<file path="config.mk">
export PLATFORM = sky130hd
export DESIGN_NAME = lsu_axi_bridge
export DESIGN_NICKNAME = d
export VERILOG_FILES = /design/src/rtl/lsu_axi_bridge_pkg.sv /design/src/rtl/lsu_axi_bridge.sv
export SDC_FILE = /design/constraint.sdc
export NUM_CORES = 1
export LEC_CHECK = 0
export ABC_AREA = 1
export CAP_MARGIN = 40
export CORE_AREA = 2 2 153 155
export DETAILED_ROUTE_END_ITERATION = 16
export DIE_AREA = 0 0 155 157
export PLACE_DENSITY = 0.73
export SLEW_MARGIN = 20
export SYNTH_ARGS = -nofsm -noshare
export SYNTH_HDL_FRONTEND = slang
export SYNTH_SLANG_ARGS = --single-unit
export TNS_END_PERCENT = 1
</file>
<file path="constraint.sdc">
create_clock -name clk -period 2.1 [get_ports clk]
set_clock_uncertainty 0.05 [all_clocks]
set_input_delay 0.315 -clock clk [delete_from_list [all_inputs] [get_ports clk]]
set_output_delay 0.315 -clock clk [all_outputs]
set_load 0.01 [all_outputs]
</file>
<file path="src/rtl/lsu_axi_bridge_pkg.sv">
// rtl/lsu_axi_bridge_pkg.sv - shared types and codes for the LSU data-side AXI bridge
package lsu_axi_bridge_pkg;

  typedef enum logic [2:0] {
    ST_IDLE,
    ST_RD_ADDR,
    ST_RD_DATA,
    ST_WR,
    ST_WR_RESP,
    ST_DONE
  } state_t;

  localparam logic [1:0] RESP_OKAY   = 2'd0;
  localparam logic [1:0] RESP_SLVERR = 2'd2;
  localparam logic [1:0] RESP_DECERR = 2'd3;

  localparam logic [2:0] SIZE_1B = 3'd0;
  localparam logic [2:0] SIZE_2B = 3'd1;
  localparam logic [2:0] SIZE_4B = 3'd2;
  localparam logic [2:0] SIZE_8B = 3'd3;

endpackage

</file>
<file path="src/rtl/lsu_axi_bridge.sv">
// rtl/lsu_axi_bridge.sv - single-outstanding LSU to AXI4-Lite data bridge with response watchdog
module lsu_axi_bridge
  import lsu_axi_bridge_pkg::*;
#(
  parameter int ADDR_W  = 32,
  parameter int DATA_W  = 64,
  parameter int TIMEOUT = 255
) (
  input  logic                clk,
  input  logic                rst,
  input  logic                req_valid,
  input  logic                req_we,
  input  logic [ADDR_W-1:0]   req_addr,
  input  logic [2:0]          req_size,
  input  logic [DATA_W-1:0]   req_wdata,
  input  logic [DATA_W/8-1:0] req_wstrb,
  output logic                req_ready,
  output logic                resp_valid,
  output logic [DATA_W-1:0]   resp_rdata,
  output logic                resp_err,
  output logic [ADDR_W-1:0]   araddr,
  output logic [2:0]          arsize,
  output logic                arvalid,
  input  logic                arready,
  input  logic [DATA_W-1:0]   rdata,
  input  logic [1:0]          rresp,
  input  logic                rvalid,
  output logic                rready,
  output logic [ADDR_W-1:0]   awaddr,
  output logic [2:0]          awsize,
  output logic                awvalid,
  input  logic                awready,
  output logic [DATA_W-1:0]   wdata,
  output logic [DATA_W/8-1:0] wstrb,
  output logic                wvalid,
  input  logic                wready,
  input  logic [1:0]          bresp,
  input  logic                bvalid,
  output logic                bready
);

  localparam int              WD_W    = (TIMEOUT < 1) ? 1 : $clog2(TIMEOUT + 1);
  localparam logic [WD_W-1:0] WD_LAST = WD_W'((TIMEOUT < 1) ? 0 : TIMEOUT - 1);

  state_t          state, state_next;
  logic [WD_W-1:0] wd_cnt;
  logic            aw_done, w_done;
  logic            accept, aw_fin, w_fin, timeout_hit;

  assign req_ready   = (state == ST_IDLE);
  assign accept      = req_valid && req_ready;
  assign aw_fin      = aw_done || (awvalid && awready);
  assign w_fin       = w_done || (wvalid && wready);
  // Fires in the last waiting cycle so DONE lands exactly TIMEOUT cycles after entry.
  assign timeout_hit = (TIMEOUT != 0) && (wd_cnt == WD_LAST);

  always_ff @(posedge clk) begin
    if (rst) state <= ST_IDLE;
    else     state <= state_next;
  end

  always_comb begin
    state_next = state;
    case (state)
      ST_IDLE:    if (req_valid) state_next = req_we ? ST_WR : ST_RD_ADDR;
      ST_RD_ADDR: if (arready) state_next = ST_RD_DATA;
      ST_RD_DATA: if (rvalid || timeout_hit) state_next = ST_DONE;
      ST_WR:      if (aw_fin && w_fin) state_next = ST_WR_RESP;
      ST_WR_RESP: if (bvalid || timeout_hit) state_next = ST_DONE;
      ST_DONE:    state_next = ST_IDLE;
      default:    state_next = ST_IDLE;
    endcase
  end

  always_ff @(posedge clk) begin
    if (rst) begin
      wd_cnt     <= '0;
      aw_done    <= 1'b0;
      w_done     <= 1'b0;
      araddr     <= '0;
      arsize     <= '0;
      arvalid    <= 1'b0;
      rready     <= 1'b0;
      awaddr     <= '0;
      awsize     <= '0;
      awvalid    <= 1'b0;
      wdata      <= '0;
      wstrb      <= '0;
      wvalid     <= 1'b0;
      bready     <= 1'b0;
      resp_valid <= 1'b0;
      resp_rdata <= '0;
      resp_err   <= 1'b0;
    end else begin
      if (state == ST_RD_DATA || state == ST_WR_RESP) wd_cnt <= wd_cnt + 1'b1;
      else                                            wd_cnt <= '0;

      if (accept) begin
        resp_err <= 1'b0;
        aw_done  <= 1'b0;
        w_done   <= 1'b0;
        if (req_we) begin
          awaddr <= req_addr;
          awsize <= req_size;
          wdata  <= req_wdata;
          wstrb  <= req_wstrb;
        end else begin
          araddr <= req_addr;
          arsize <= req_size;
        end
      end

      // Write address and data channels retire independently.
      if (accept && req_we)       awvalid <= 1'b1;
      else if (awvalid && awready) begin
        awvalid <= 1'b0;
        aw_done <= 1'b1;
      end
      if (accept && req_we)     wvalid <= 1'b1;
      else if (wvalid && wready) begin
        wvalid <= 1'b0;
        w_done <= 1'b1;
      end

      arvalid    <= (state_next == ST_RD_ADDR);
      rready     <= (state_next == ST_RD_DATA);
      bready     <= (state_next == ST_WR_RESP);
      resp_valid <= (state_next == ST_DONE);

      if (state == ST_RD_DATA) begin
        if (rvalid) begin
          resp_rdata <= rdata;
          resp_err   <= (rresp != RESP_OKAY);
        end else if (timeout_hit) begin
          resp_rdata <= '0;
          resp_err   <= 1'b1;
        end
      end
      if (state == ST_WR_RESP) begin
        if (bvalid)           resp_err <= (bresp != RESP_OKAY);
        else if (timeout_hit) resp_err <= 1'b1;
      end
    end
  end

endmodule
</file>
**Yosys cells after proc, flatten, opt, wreduce, memory -nomap -nowiden**

Cells that the tools add are included.

- Logic and storage cells: 76
- Input bits: 184
- Output and inout bits: 214
- Register bits after elaboration: 226

- Reduce and logical (&&, ||, !) cells: 20
- Equality and inequality tests: 9
- Bitwise operators: 2
- Muxes and demuxes: 26
- $add $sub $neg: 1

Operators with widths:

| cell | count |
|---|---|
| $mux W64 | 2 |
| $mux W1 | 17 |
| $mux W3 | 5 |
| $pmux W3 S5 | 1 |
| $reduce_bool A2 Y1 | 5 |
| $eq A3 B2 Y1 const B | 3 |
| $eq A3 B3 Y1 const B | 3 |
| $add A8 B1 Y8 const B | 1 |
| $eq A8 B8 Y1 const B | 1 |
| $eq A3 B1 Y1 const B | 2 |
| $reduce_and A2 Y1 | 3 |
| $logic_and A1 B1 Y1 | 5 |
| $logic_or A1 B1 Y1 | 5 |
| $logic_not A3 Y1 | 1 |
| $mux W2 | 1 |
| $not A1 Y1 | 2 |
| $reduce_or A2 Y1 | 1 |

**Depth between registers and ports, before layout**

- Word-level depth: 9
- Mapped depth: 11
- Mapped depth without buffers: 10

**Least setup slack after synthesis**

Ideal clock, no wire load.

- Path kind: register to register
- From: register wd_cnt[0]
- To: register resp_rdata[0]
- Required time: 1.980 ns
- Clock period less this slack: 1.486 ns
- Path buffers: 2
- Setup time: 0.070 ns
- Stages on the path, launching flop included: 12
- Setup slack: 0.614 ns
- Arrival time: 1.365 ns
- Cells stage by stage: dfxtp_1 inv_1 ha_1 inv_1 nor2_1 nand2_1 nand2_1 nand2_1 buf_4 buf_2 nand2_1 a21oi_1

- Cells in the longest elaborated chain, start to end: 3

RTL lines:

| item | line | text |
|---|---|---|
| start, declared | lsu_axi_bridge.sv:46 | `logic [WD_W-1:0] wd_cnt;` |
| start signal, assigned | lsu_axi_bridge.sv:95 | `if (state == ST_RD_DATA \|\| state == ST_WR_RESP) wd_cnt <= wd_cnt + 1'b1;` |
| $eq A8 B8 Y1 | lsu_axi_bridge.sv:55 | `assign timeout_hit = (TIMEOUT != 0) && (wd_cnt == WD_LAST);` |
| $reduce_bool A2 Y1 (no source line) | - |  |
| $reduce_and A2 Y1 (no source line) | - |  |
| end signal, assigned | lsu_axi_bridge.sv:132 | `resp_rdata <= rdata;` |
| end, declared | lsu_axi_bridge.sv:19 | `output logic [DATA_W-1:0] resp_rdata,` |

No other way between the ends.
A chain may end at the register's enable or synchronous reset.

**Worst setup path after layout**

- From: register wdata[46]
- To: output wdata[46]

RTL lines:

| item | line | text |
|---|---|---|
| start, declared | lsu_axi_bridge.sv:33 | `output logic [DATA_W-1:0] wdata,` |
| start signal, assigned | lsu_axi_bridge.sv:105 | `wdata <= req_wdata;` |

No word-level cell between the ends.

==> flow_metrics.env <==
export IMPL_nets=1590
export IMPL_leakagePower_nw=4.81
export IMPL_die_w_microns=155
export IMPL_swShare_pct=26.2
export IMPL_synth_cell_type_count=26
export IMPL_hold_slack_ns=0.150
export IMPL_yosys_area_share_simple_pct=20.1
export IMPL_critPathBufInv=1
export IMPL_port_buffers=397
export IMPL_power_density_mw_per_mm2=853
export IMPL_dr_pass1_iters=5
export IMPL_synthCells=1023
export IMPL_vdd_drop_max_mv=0.560
export IMPL_clk_pin_slew_ns=0.05
export IMPL_synth_top_family_by_area="simple AND/OR/NAND/NOR gates"
export IMPL_arrival_ns=1.45
export IMPL_drive_above_1_share_pct=5.08
export IMPL_fmax_ghz=0.551
export IMPL_numCtsBuffers=25
export IMPL_drc_errors=0
export IMPL_dp_hpwl_microns=18700
export IMPL_dieArea_sq_mm=0.0243
export IMPL_synth_top_flop_cell="dfxtp_1"
export IMPL_critical_path_class="register to primary output"
export IMPL_holdBufCountCts=0
export IMPL_synth_compound_area_share_pct=15.9
export IMPL_cp_cell_sequence="clkdlybuf4s50_1"
export IMPL_grt_total_usage_pct=20.2
export IMPL_setup_viol=0
export IMPL_wl_microns=25700
export IMPL_max_stage_delay_ns=0.62
export IMPL_vias=7953
export IMPL_crit_path_start_kind="register"
export IMPL_ioPinCount=398
export IMPL_first_global_vias=7680
export IMPL_critPathTopFamily="buffers and inverters"
export IMPL_critPathSlowestCell="clkdlybuf4s50_1"
export IMPL_r2r_slack_ns=0.42
export IMPL_cellInternalPower_w=0.00820
export IMPL_synth_area_leaders="dfxtp_1 (57%), nor2_1 (11%), o21ai_0 (8.9%), nand2_1 (7.7%), a21oi_1 (6.6%)"
export IMPL_syn_nets=1209
export IMPL_setup_tns_ns=0
export IMPL_die_y_microns=157
export IMPL_synth_top_cell_by_area="dfxtp_1"
export IMPL_p_comb_share_pct=20.4
export IMPL_wl_per_cell_microns=15.1
export IMPL_synth_edf_count=0
export IMPL_ctsHtreeMaxLevel=1
export IMPL_maxCapViolations=0
export IMPL_seq_area_frac_synth_pct=56.7
export IMPL_path_max_fanout=2
export IMPL_start_util_pct=35.5
export IMPL_hold_viol=0
export IMPL_clock_sinks=226
export IMPL_synth_top_cell_area_share_pct=56.7
export IMPL_cp_required_ns=1.74
export IMPL_finalMaxSlewViolations=0
export IMPL_synth_xor_xnor_area_share_pct=0.329
export IMPL_antenna_found_initial=0
export IMPL_yosysWarnings=0
export IMPL_initialDrtViolationCount=336
export IMPL_worstMarginPinSlew_ns=0.758
export IMPL_max_slew_margin_rel_pct=49.4
export IMPL_tritoncts="yes"
export IMPL_fp_coreArea_sq_mm=0.0225
export IMPL_seq_power_share_pct=43.7
export IMPL_fin_crit_ns=1.82
export IMPL_synth_adder_area_share_pct=0.314
export IMPL_rsz0062_at_grt="false"
export IMPL_status="completed"
export IMPL_drtAntennaViolNets=0
export IMPL_synth_mux_area_share_pct=0
export IMPL_grt_pass1_wl_microns=39900
export IMPL_overflow=0
export IMPL_final_fill_count=2039
export IMPL_root_buffer="clkbuf_16"
export IMPL_holdCritPathClass="input pin to register"
export IMPL_synthArstFlopShare_pct=0
export IMPL_viasPerCell=4.67
export IMPL_cts_path_max_buffers=3
export IMPL_syn_to_final_growth_pct=63.2
export IMPL_syn_area_per_cell_sq_um=7.80
export IMPL_min_period_over_period_pct=86.5
export IMPL_power_share_clock_pct=35.8
export IMPL_switching_power_w=0.00291
export IMPL_syn_cell_area_sq_mm=0.00798
export IMPL_synth_seq_cells=226
export IMPL_insertion_delay_ns=0.50
export IMPL_antennaDiodeCount=0
export IMPL_cp_end_kind="primary output"
export IMPL_rows=55
export IMPL_grt_max_degree=85
export IMPL_gp_congestion=0.809
[registers in the layout, summed over array words and instances (netlist names), 3 cells and up]
name,flops
awaddr,32
araddr,32
arsize,3
awsize,3
wd_cnt,8
wdata,64
resp_rdata,64
wstrb,8
state,3
[power by group through the flow]
stage | combinational, W | sequential [W] | clock, W
6_report | 0.00227 | 0.00486 | 0.00398
5_1_grt | 0.00248 | 0.00490 | 0.00428
4_1_cts | 0.00229 | 0.00486 | 0.00408
3_5_place_dp | 0.00229 | 0.00495 | 0
3_3_place_gp | 0.00226 | 0.00493 | 0
2_1_floorplan | 0.000765 | 0.00510 | 0
[stage by stage]
step	util, %	cell area [sq um]	std cells	total power (W)	setup slack, ns
5_1_grt	57.9	13000	1703	0.0117	0.186
3_5_place_dp	54.6	12300	1662	0.00723	0.0633
2_1_floorplan	-	7980	1023	0.00587	0.614
4_1_cts	57.9	13000	1703	0.0112	0.242
6_report	57.9	13000	1703	0.0111	0.284
3_3_place_gp	54.6	12300	1662	0.00719	0.134
[worst reg2reg max path, cell delays in order (launching register included)]
cell	delay, ns
dfxtp_1	0.43
nor2_2	0.08
nand4_1	0.18
clkinv_2	0.37
buf_4	0.31
nor2_1	0.10
nor2_1	0.05
[Yosys cell counts, types with 2 or more instances]
master and instances:
buf_6 5, buf_2 6, a211oi_1 2, inv_1 53, buf_4 5, a21oi_1 106
nand3_1 9, o21ai_0 142, xor2_1 3, nor2_2 3, nor3_1 3, buf_1 4
dfxtp_1 226, clkbuf_1 47, ha_1 2, nand2_1 163, nor2_1 233, inv_2 3
[placed cells by master (no fill, tap or decap), types with 8 or more instances in the layout]
master,n
a21oi_1,106
buf_12,8
buf_4,17
clkbuf_16,25
clkdlybuf4s50_1,395
dfxtp_1,226
inv_1,52
nand2_1,162
nand3_1,9
nor2_1,233
o21ai_0,142
[area by class of cell]
cell class	count	area, sq um	share of cell area (%)
sequential	226	4520	34.8
timing repair buffer	422	4260	32.7
multi-input combinational	673	2930	22.5
clock buffer	34	699	5.37
tap	285	357	2.74
inverter	56	213	1.63
clock inverter	7	40.0	0.308
[logic make-up after synthesis]
kind of cell               Yosys count
and+or+nand+nor                    416
AOI/OAI and AO/OA                  252
DFF                                226
buffers and inverters              124
xor gates and xnor gates             3
adders and majority gates            2
[routing by layer]
layer,wire (microns),vias up,track usage [%]
met3,1950,54,5.34
met4,828,0,7.41
met2,12600,281,35.4
met5,0,-,0
met1,10400,3596,23.9
li1,-,4022,-
[what timing repair did]
action                                  4_1_cts  5_1_grt
endpoints found under the setup margin        1        0
buffers inserted                              0        0
resized for setup                             1        0
[path summary, 6_finish.rpt]
check / start / end / cells past startpoint
setup reg to reg: state[0]$_SDFF_PP0_ / wstrb[2]$_SDFFE_PP0P_ / 6
hold reg to reg: araddr[23]$_SDFFE_PP0P_ / araddr[23]$_SDFFE_PP0P_ / 2
setup / recovery: wdata[46]$_SDFFE_PP0P_ / wdata[46] / 1
hold / removal: rst / state[0]$_SDFF_PP0_ / 4
No activity file was read; power rests on OpenSTA's default activity.
